$ cat src/rtl/hdma_mover.sv
// hdma_mover: fetches HDMA/GDMA source bytes from the system bus and writes them into VRAM.
module hdma_mover #(
  parameter int TIMEOUT = 16
) (
  input  logic        clk,
  input  logic        reset,
  input  logic        ce,
  input  logic        hdma_active,
  input  logic        hdma_rd,
  input  logic [15:0] src_addr,
  input  logic [15:0] dst_addr,
  input  logic        vram_bank,
  output logic [15:0] mem_addr,
  output logic        mem_rd,
  input  logic        mem_valid,
  input  logic [7:0]  mem_data,
  input  logic        vram_busy,
  output logic        vram_we,
  output logic [12:0] vram_addr,
  output logic        vram_bank_o,
  output logic [7:0]  vram_wdata,
  output logic        cpu_halt,
  output logic [15:0] bytes_done,
  output logic        err
);
  localparam int TW = TIMEOUT > 2 ? $clog2(TIMEOUT) : 1;
  localparam logic [TW-1:0] TO_LAST = TW'(TIMEOUT - 1);
  typedef enum logic [1:0] {IDLE, REQ, WAIT, WRITE} state_t;
  state_t state, state_nx;
  logic [15:0] last_src, pend_src, ld_src;
  logic [12:0] pend_dst, ld_dst;
  logic        pend_v, pend_bank, ld_bank;
  logic [TW-1:0] timer;
  logic new_byte, retire, free, load_pend, load_new, ld, queue, ld_vram, timeout;
  logic unused;
  assign unused = &{1'b0, dst_addr[15:13]};
  // A queued byte always goes before a freshly presented one; the fresh one is seen again later.
  always_comb begin
    new_byte  = hdma_rd & (src_addr != last_src);
    retire    = (state == WRITE) & ~vram_busy;
    free      = (state == IDLE) | retire;
    load_pend = free & pend_v & hdma_active;
    load_new  = free & ~load_pend & new_byte;
    ld        = load_pend | load_new;
    queue     = ~free & new_byte & ~pend_v & hdma_active;
    ld_src    = load_pend ? pend_src : src_addr;
    ld_dst    = load_pend ? pend_dst : dst_addr[12:0];
    ld_bank   = load_pend ? pend_bank : vram_bank;
    ld_vram   = ld_src[15:13] == 3'b100;
    timeout   = timer == TO_LAST;
  end
  always_ff @(posedge clk)
    if (reset) state <= IDLE;
    else if (ce) state <= state_nx;
  always_comb begin
    state_nx = ld ? (ld_vram ? WRITE : REQ) :
               retire ? IDLE :
               (state == REQ) ? WAIT :
               (state == WAIT && (mem_valid || timeout)) ? WRITE : state;
  end
  always_comb begin
    mem_rd   = ce & ~reset & (state == REQ);
    vram_we  = ce & ~reset & retire;
    cpu_halt = hdma_active | (state != IDLE);
  end
  always_ff @(posedge clk) begin
    if (reset) begin
      last_src    <= 16'hFFFF;
      pend_v      <= 1'b0;
      pend_src    <= '0;
      pend_dst    <= '0;
      pend_bank   <= 1'b0;
      mem_addr    <= '0;
      vram_addr   <= '0;
      vram_bank_o <= 1'b0;
      vram_wdata  <= '0;
      timer       <= '0;
      bytes_done  <= '0;
      err         <= 1'b0;
    end else if (ce) begin
      last_src <= !hdma_rd ? 16'hFFFF : (load_new | queue) ? src_addr : last_src;
      pend_v   <= hdma_active & (queue | (pend_v & ~load_pend));
      if (queue) begin
        pend_src  <= src_addr;
        pend_dst  <= dst_addr[12:0];
        pend_bank <= vram_bank;
      end
      if (ld) begin
        vram_addr   <= ld_dst;
        vram_bank_o <= ld_bank;
        if (ld_vram) vram_wdata <= 8'hFF;
        else mem_addr <= (ld_src[15:13] == 3'b111) ? ld_src - 16'h2000 : ld_src;
      end
      if (state == REQ) timer <= '0;
      if (state == WAIT) begin
        if (mem_valid) vram_wdata <= mem_data;
        else if (timeout) begin
          vram_wdata <= 8'hFF;
          err        <= 1'b1;
        end else timer <= timer + 1'b1;
      end
      if (retire) bytes_done <= bytes_done + 16'd1;
    end
  end
endmodule

$ cat config.mk
export PLATFORM = sky130hd
export DESIGN_NAME = hdma_mover
export DESIGN_NICKNAME = d
export VERILOG_FILES = /design/src/rtl/hdma_mover.sv
export SDC_FILE = /design/constraint.sdc
export NUM_CORES = 1
export LEC_CHECK = 0
export BUFFER_PORTS_ARGS = -buffer_cell sky130_fd_sc_hd__buf_4
export CAP_MARGIN = 20
export CORE_MARGIN = 2
export CORE_UTILIZATION = 40
export DETAILED_ROUTE_END_ITERATION = 7
export PLACE_DENSITY = 0.72
export SYNTH_ARGS = -nofsm -noshare
export SYNTH_HDL_FRONTEND = slang
export SYNTH_SLANG_ARGS = --single-unit
$ cat constraint.sdc
create_clock -name clk -period 2.2 [get_ports clk]
set_input_delay 0.11 -clock clk [delete_from_list [all_inputs] [get_ports clk]]
set_output_delay 0.11 -clock clk [all_outputs]
set_load 0.02 [all_outputs]
## Yosys cells after proc, flatten, opt, wreduce, memory -nomap -nowiden

Cells that the tools add are included.

| storage, ports and cells | value |
|---|---|
| flip-flop bits (word level) | 108 |
| input port bits | 48 |

| operators by class | value |
|---|---|
| add/subtract/negate cells | 3 |
| bitwise gates (word level) | 26 |
| reduce and logical (&&, ||, !) cells | 12 |
| muxes and demuxes | 20 |
| equality and inequality tests | 8 |

Operators with widths:

| cell | number |
|---|---|
| 16-bit two-way mux | 4 |
| 8-bit two-way mux | 5 |
| 16-bit by 1-bit adder with 16-bit output, second input constant | 1 |
| 4-bit two-way mux | 4 |
| 16-bit inequality test | 1 |
| 16-bit by 14-bit subtractor with 16-bit output, second input constant | 1 |
| 1-bit bitwise AND | 14 |
| 13-bit two-way mux | 1 |
| 2-bit two-way mux | 5 |
| 2-bit AND reduction | 5 |
| 1-bit NOT | 7 |
| 3-bit equality test, second input constant | 2 |
| 1-bit bitwise OR | 5 |
| 4-bit by 1-bit adder with 4-bit output, second input constant | 1 |
| 2-bit equality test, second input constant | 2 |
| 4-bit equality test, second input constant | 1 |
| 4-bit AND reduction | 1 |
| 4-bit nonzero test | 1 |
| 3-bit AND reduction | 1 |
| 2-bit by 1-bit equality test with 1-bit output, second input constant | 1 |
| 2-bit zero test | 1 |
| 2-bit by 1-bit inequality test with 1-bit output, second input constant | 1 |
| 2-bit nonzero test | 1 |
| 1-bit logical AND | 1 |
| 2 further kinds | 2 |

## Depth between registers and ports, before layout

| logic depth | value |
|---|---|
| depth after elaboration | 13 |
| mapped depth | 9 |
| depth with buffers taken out | 6 |

## Worst setup path after synthesis

OpenSTA, ideal clock, no wires.

| timing | value |
|---|---|
| path kind | register -> register |
| start point | register state[1] |
| end point | register mem_addr[2] |
| period minus slack after synthesis | 1946 ps |
| data arrival time | 1801 ps |
| stages on the path, launching flop included | 9 |
| library setup time | 145 ps |
| buffers on the path | 3 |
| path slack | 254 ps |
| cell sequence | dfxtp_1 > buf_6 > and3b_1 > buf_6 > or2_4 > o211a_4 > o31ai_4 > buf_6 > a211oi_2 |

| between the ends | value |
|---|---|
| word-level cells in the longest chain between the ends | 10 |
| elaborated cells between the ends (all ways) | 17 |
| classes of those cells | add/sub: 1; eq/ne: 3; mux: 2; bitwise: 9; reduce/logical: 2 |

RTL lines:

| item | RTL line | text |
|---|---|---|
| from (decl) | 29 | `state_t state, state_nx;` |
| from (signal assigned) | 54 | `else if (ce) state <= state_nx;` |
| 2-bit equality test | 40 | `retire = (state == WRITE) & ~vram_busy;` |
| 1-bit bitwise AND | 40 |  |
| 1-bit bitwise OR (*) | 41 | `free = (state == IDLE) \| retire;` |
| branches (longest 7 deep; another with 16-bit by 14-bit subtractor with 16-bit output) | n/a |  |
| to (signal assigned) | 92 | `else mem_addr <= (ld_src[15:13] == 3'b111) ? ld_src - 16'h2000 : ld_src;` |
| to (decl) | 13 | `output logic [15:0] mem_addr,` |

Mark *: on every way between the ends.
A chain may end at the register's enable or synchronous reset.

## Final worst setup path

| timing | value |
|---|---|
| start point | register state[0] |
| end point | register mem_addr[11] |

The elaborated chain is that of the path after synthesis.

==> flow_summary.toml <==
[status]
outcome = "complete, no violations"

[route]
avgViaCountPerCell = 5.30
wl_per_cell_um = 15.3
vias = 4272
ant_nets = 0
detail_route.wirelength_um = 12400
drt_iter0_markers = 254
dr.pass1.iters = 4
drc = 0

[clock_tree]
cts.hold.buffers_added = 0
htree_levels = 3
post_cts_resized = 0
cts_tree = "built"
cts-root-buf = "clkbuf_16"
worstSkewPairLatency_ns = 0.35
cts_sinks = 108
post-cts-setup-buffers = 0
cts_made_buffers = 9
clk_pin_slew_ns = 0.08
clk_path_buf_depth = 2

[floorplanning]
coreArea_um2 = 12500
die_w_um = 117
initial_core_util = 0.408
dieArea_um2 = 13700
boundaryPins = 106
rows = 41
die_h_um = 117

[worst_setup_path]
critical_path_arrival_ns = 2.23
worstSetupPathType = "reg2reg"
cp_max_fo = 14
cp-end-kind = "register"
cp-start-kind = "register"
worstPathRequired_ns = 2.41

[yosys]
synth_area_leaders = "dfxtp_1, mux2i_1, nand2_1, xnor2_1, nor2_1"
yosysSeqAreaShare = 0.424
synth-seq-cells = 108
synth_top_flop_cell = "dfxtp_1"
async_reset_ff_frac = 0
synth_warnings = 0
synth_top_cell_by_area = "dfxtp_1"
synthCells = 537
syn_avg_cell_area_um2 = 9.50
synth_cell_types = 55
synth_edf_count = 0
synth_nets = 587
synth_top_area_frac = 0.424
synth_area_um2 = 5100

[power_and_ir_drop]
p_per_area_nw_per_um2 = 690
ir_drop_v = 0.000373
p_total_mw = 4.41
leakage_nw = 2.59

[timing]
hold_slack_ns = 0.0236
drv_slew = 0
setup_viol = 0
hold_violations = 0
finalSetupTns_ns = 0
fin_crit_ns = 2.02
post-route-period-util = 0.917
max_slew_margin = 0.698
timing.fmax_mhz = 496
setup_slack_ns = 0.183
rsz0062_at_grt = "false"
worst_pin_slew_ns = 0.442
fin_worst_skew_ns = 0.00787

[final_layout]
fin_cells = 806
layout.nets = 679
drive_gt1_frac = 0.273
syn_to_final_growth_pct = 25.2
diodes = 0

[placed_design]
dp_hpwl_um = 8760
pre_cts_slack_ns = 0.212
place_inst = 790
port_buffers = 102
gp_congestion = 0.804

[global_route]
gr-usage-all-layers = 0.181
antenna_found_initial = 0
grt_pass1_wl_um = 19700
grt_pass1_vias = 4183
grt_remaining_overflow = 0
grt_max_degree = 56

[flow_run]
maxCapViolCount = 0

[hold_path]
hp-class = "in2reg"
-- sequential cells by signal, indices dropped and copies added, names as in the netlist --
name	count
vram_bank_o	1
last_src	16
timer	4
err	1
pend_bank	1
mem_addr	16
vram_addr	13
state	2
pend_src	16
vram_wdata	8
pend_dst	13
pend_v	1
bytes_done	16
-- path summary, 6_finish.rpt --
path / cells after the start / startpoint / endpoint / slack, ns
hold reg to reg: 2 / pend_dst[11] / pend_dst[11] / 0.46
hold / removal: 3 / dst_addr[7] / pend_dst[7] / 0.02
setup reg to reg: 7 / state[0] / mem_addr[11] / 0.18
setup / recovery: 7 / state[0] / mem_addr[11] / 0.18
-- synth_stat cells (3+ instances only) --
library cell / n
nand2_1: 77
a2111oi_0: 14
buf_2: 5
o311a_1: 12
or3_1: 5
xor2_1: 3
a211oi_1: 13
a31o_2: 14
and2_1: 3
nand3_1: 7
nor3_1: 7
o211ai_1: 4
dfxtp_1: 108
o21ai_0: 7
nor2_1: 39
buf_6: 5
nor3b_1: 3
nor4_1: 4
xnor2_1: 25
clkbuf_1: 19
nand4_1: 6
inv_1: 18
a21oi_1: 9
buf_4: 9
mux2i_1: 61
a211oi_2: 9
o22a_1: 16
-- metal layers --
layer  up-vias  GRT usage  share of wire
li1       2127          -              -
met1      2044      0.228           0.44
met2        94      0.315           0.51
met3         7     0.0376          0.045
met4         0     0.0510         0.0093
met5         -          0              0
-- report_power, final --
part           internal, mW  total [mW]  switching, mW
combinational         0.310       0.676          0.367
clock                 0.922        1.65          0.732
sequential             2.03        2.08         0.0497
-- logic make-up (layout without fill, tap and decap cells) --
| group | after synthesis | count (layout) | synth area share |
|---|---|---|---|
| xor gates and xnor gates | 28 | 28 | 0.0481 |
| muxes | 61 | 61 | 0.120 |
| AOI/OAI and AO/OA | 114 | 114 | 0.197 |
| adders and majority gates | 2 | 2 | 0.00490 |
| buffers and inverters | 60 | 157 | 0.0596 |
| and+or+nand+nor | 164 | 164 | 0.147 |
| DFF | 108 | 108 | 0.424 |
-- placed cells by master (no fill, tap or decap), types with 7 or more instances in the layout --
| cell | n |
|---|---|
| nor2_1 | 39 |
| dfxtp_1 | 108 |
| nand2_1 | 77 |
| nor3_1 | 7 |
| o311a_1 | 12 |
| buf_4 | 117 |
| clkbuf_16 | 9 |
| xnor2_1 | 25 |
| o21ai_0 | 7 |
| a21oi_1 | 9 |
| nand3_1 | 7 |
| o22a_1 | 16 |
| inv_1 | 18 |
| a31o_2 | 14 |
| a211oi_2 | 9 |
| a211oi_1 | 13 |
| mux2i_1 | 61 |
| a2111oi_0 | 14 |
-- worst max-delay path, cell delays in order (launching register included) --
cell,delay (ns)
dfxtp_1,0.49
and3b_1,0.24
buf_4,0.15
o211ai_1,0.13
o211a_4,0.24
o31ai_4,0.36
buf_12,0.20
a211oi_1,0.07
-- through the flow --
stage | util | area, µm²
2_1_floorplan | - | 5100
3_3_place_gp | 0.486 | 6080
3_5_place_dp | 0.486 | 6080
4_1_cts | 0.510 | 6390
5_1_grt | 0.510 | 6390
6_report | 0.510 | 6390
-- area by class of cell --
| cell class | count | area, µm² |
|---|---|---|
| Fill cell | 1178 | 6130 |
| Timing Repair Buffer | 122 | 978 |
| Inverter | 19 | 71.3 |
| Multi-Input combinational cell | 369 | 2650 |
| Tap cell | 172 | 215 |
| Clock buffer | 10 | 239 |
| Clock inverter | 6 | 68.8 |
| Sequential cell | 108 | 2160 |
Note: power is estimated with default switching activity, not from simulation.
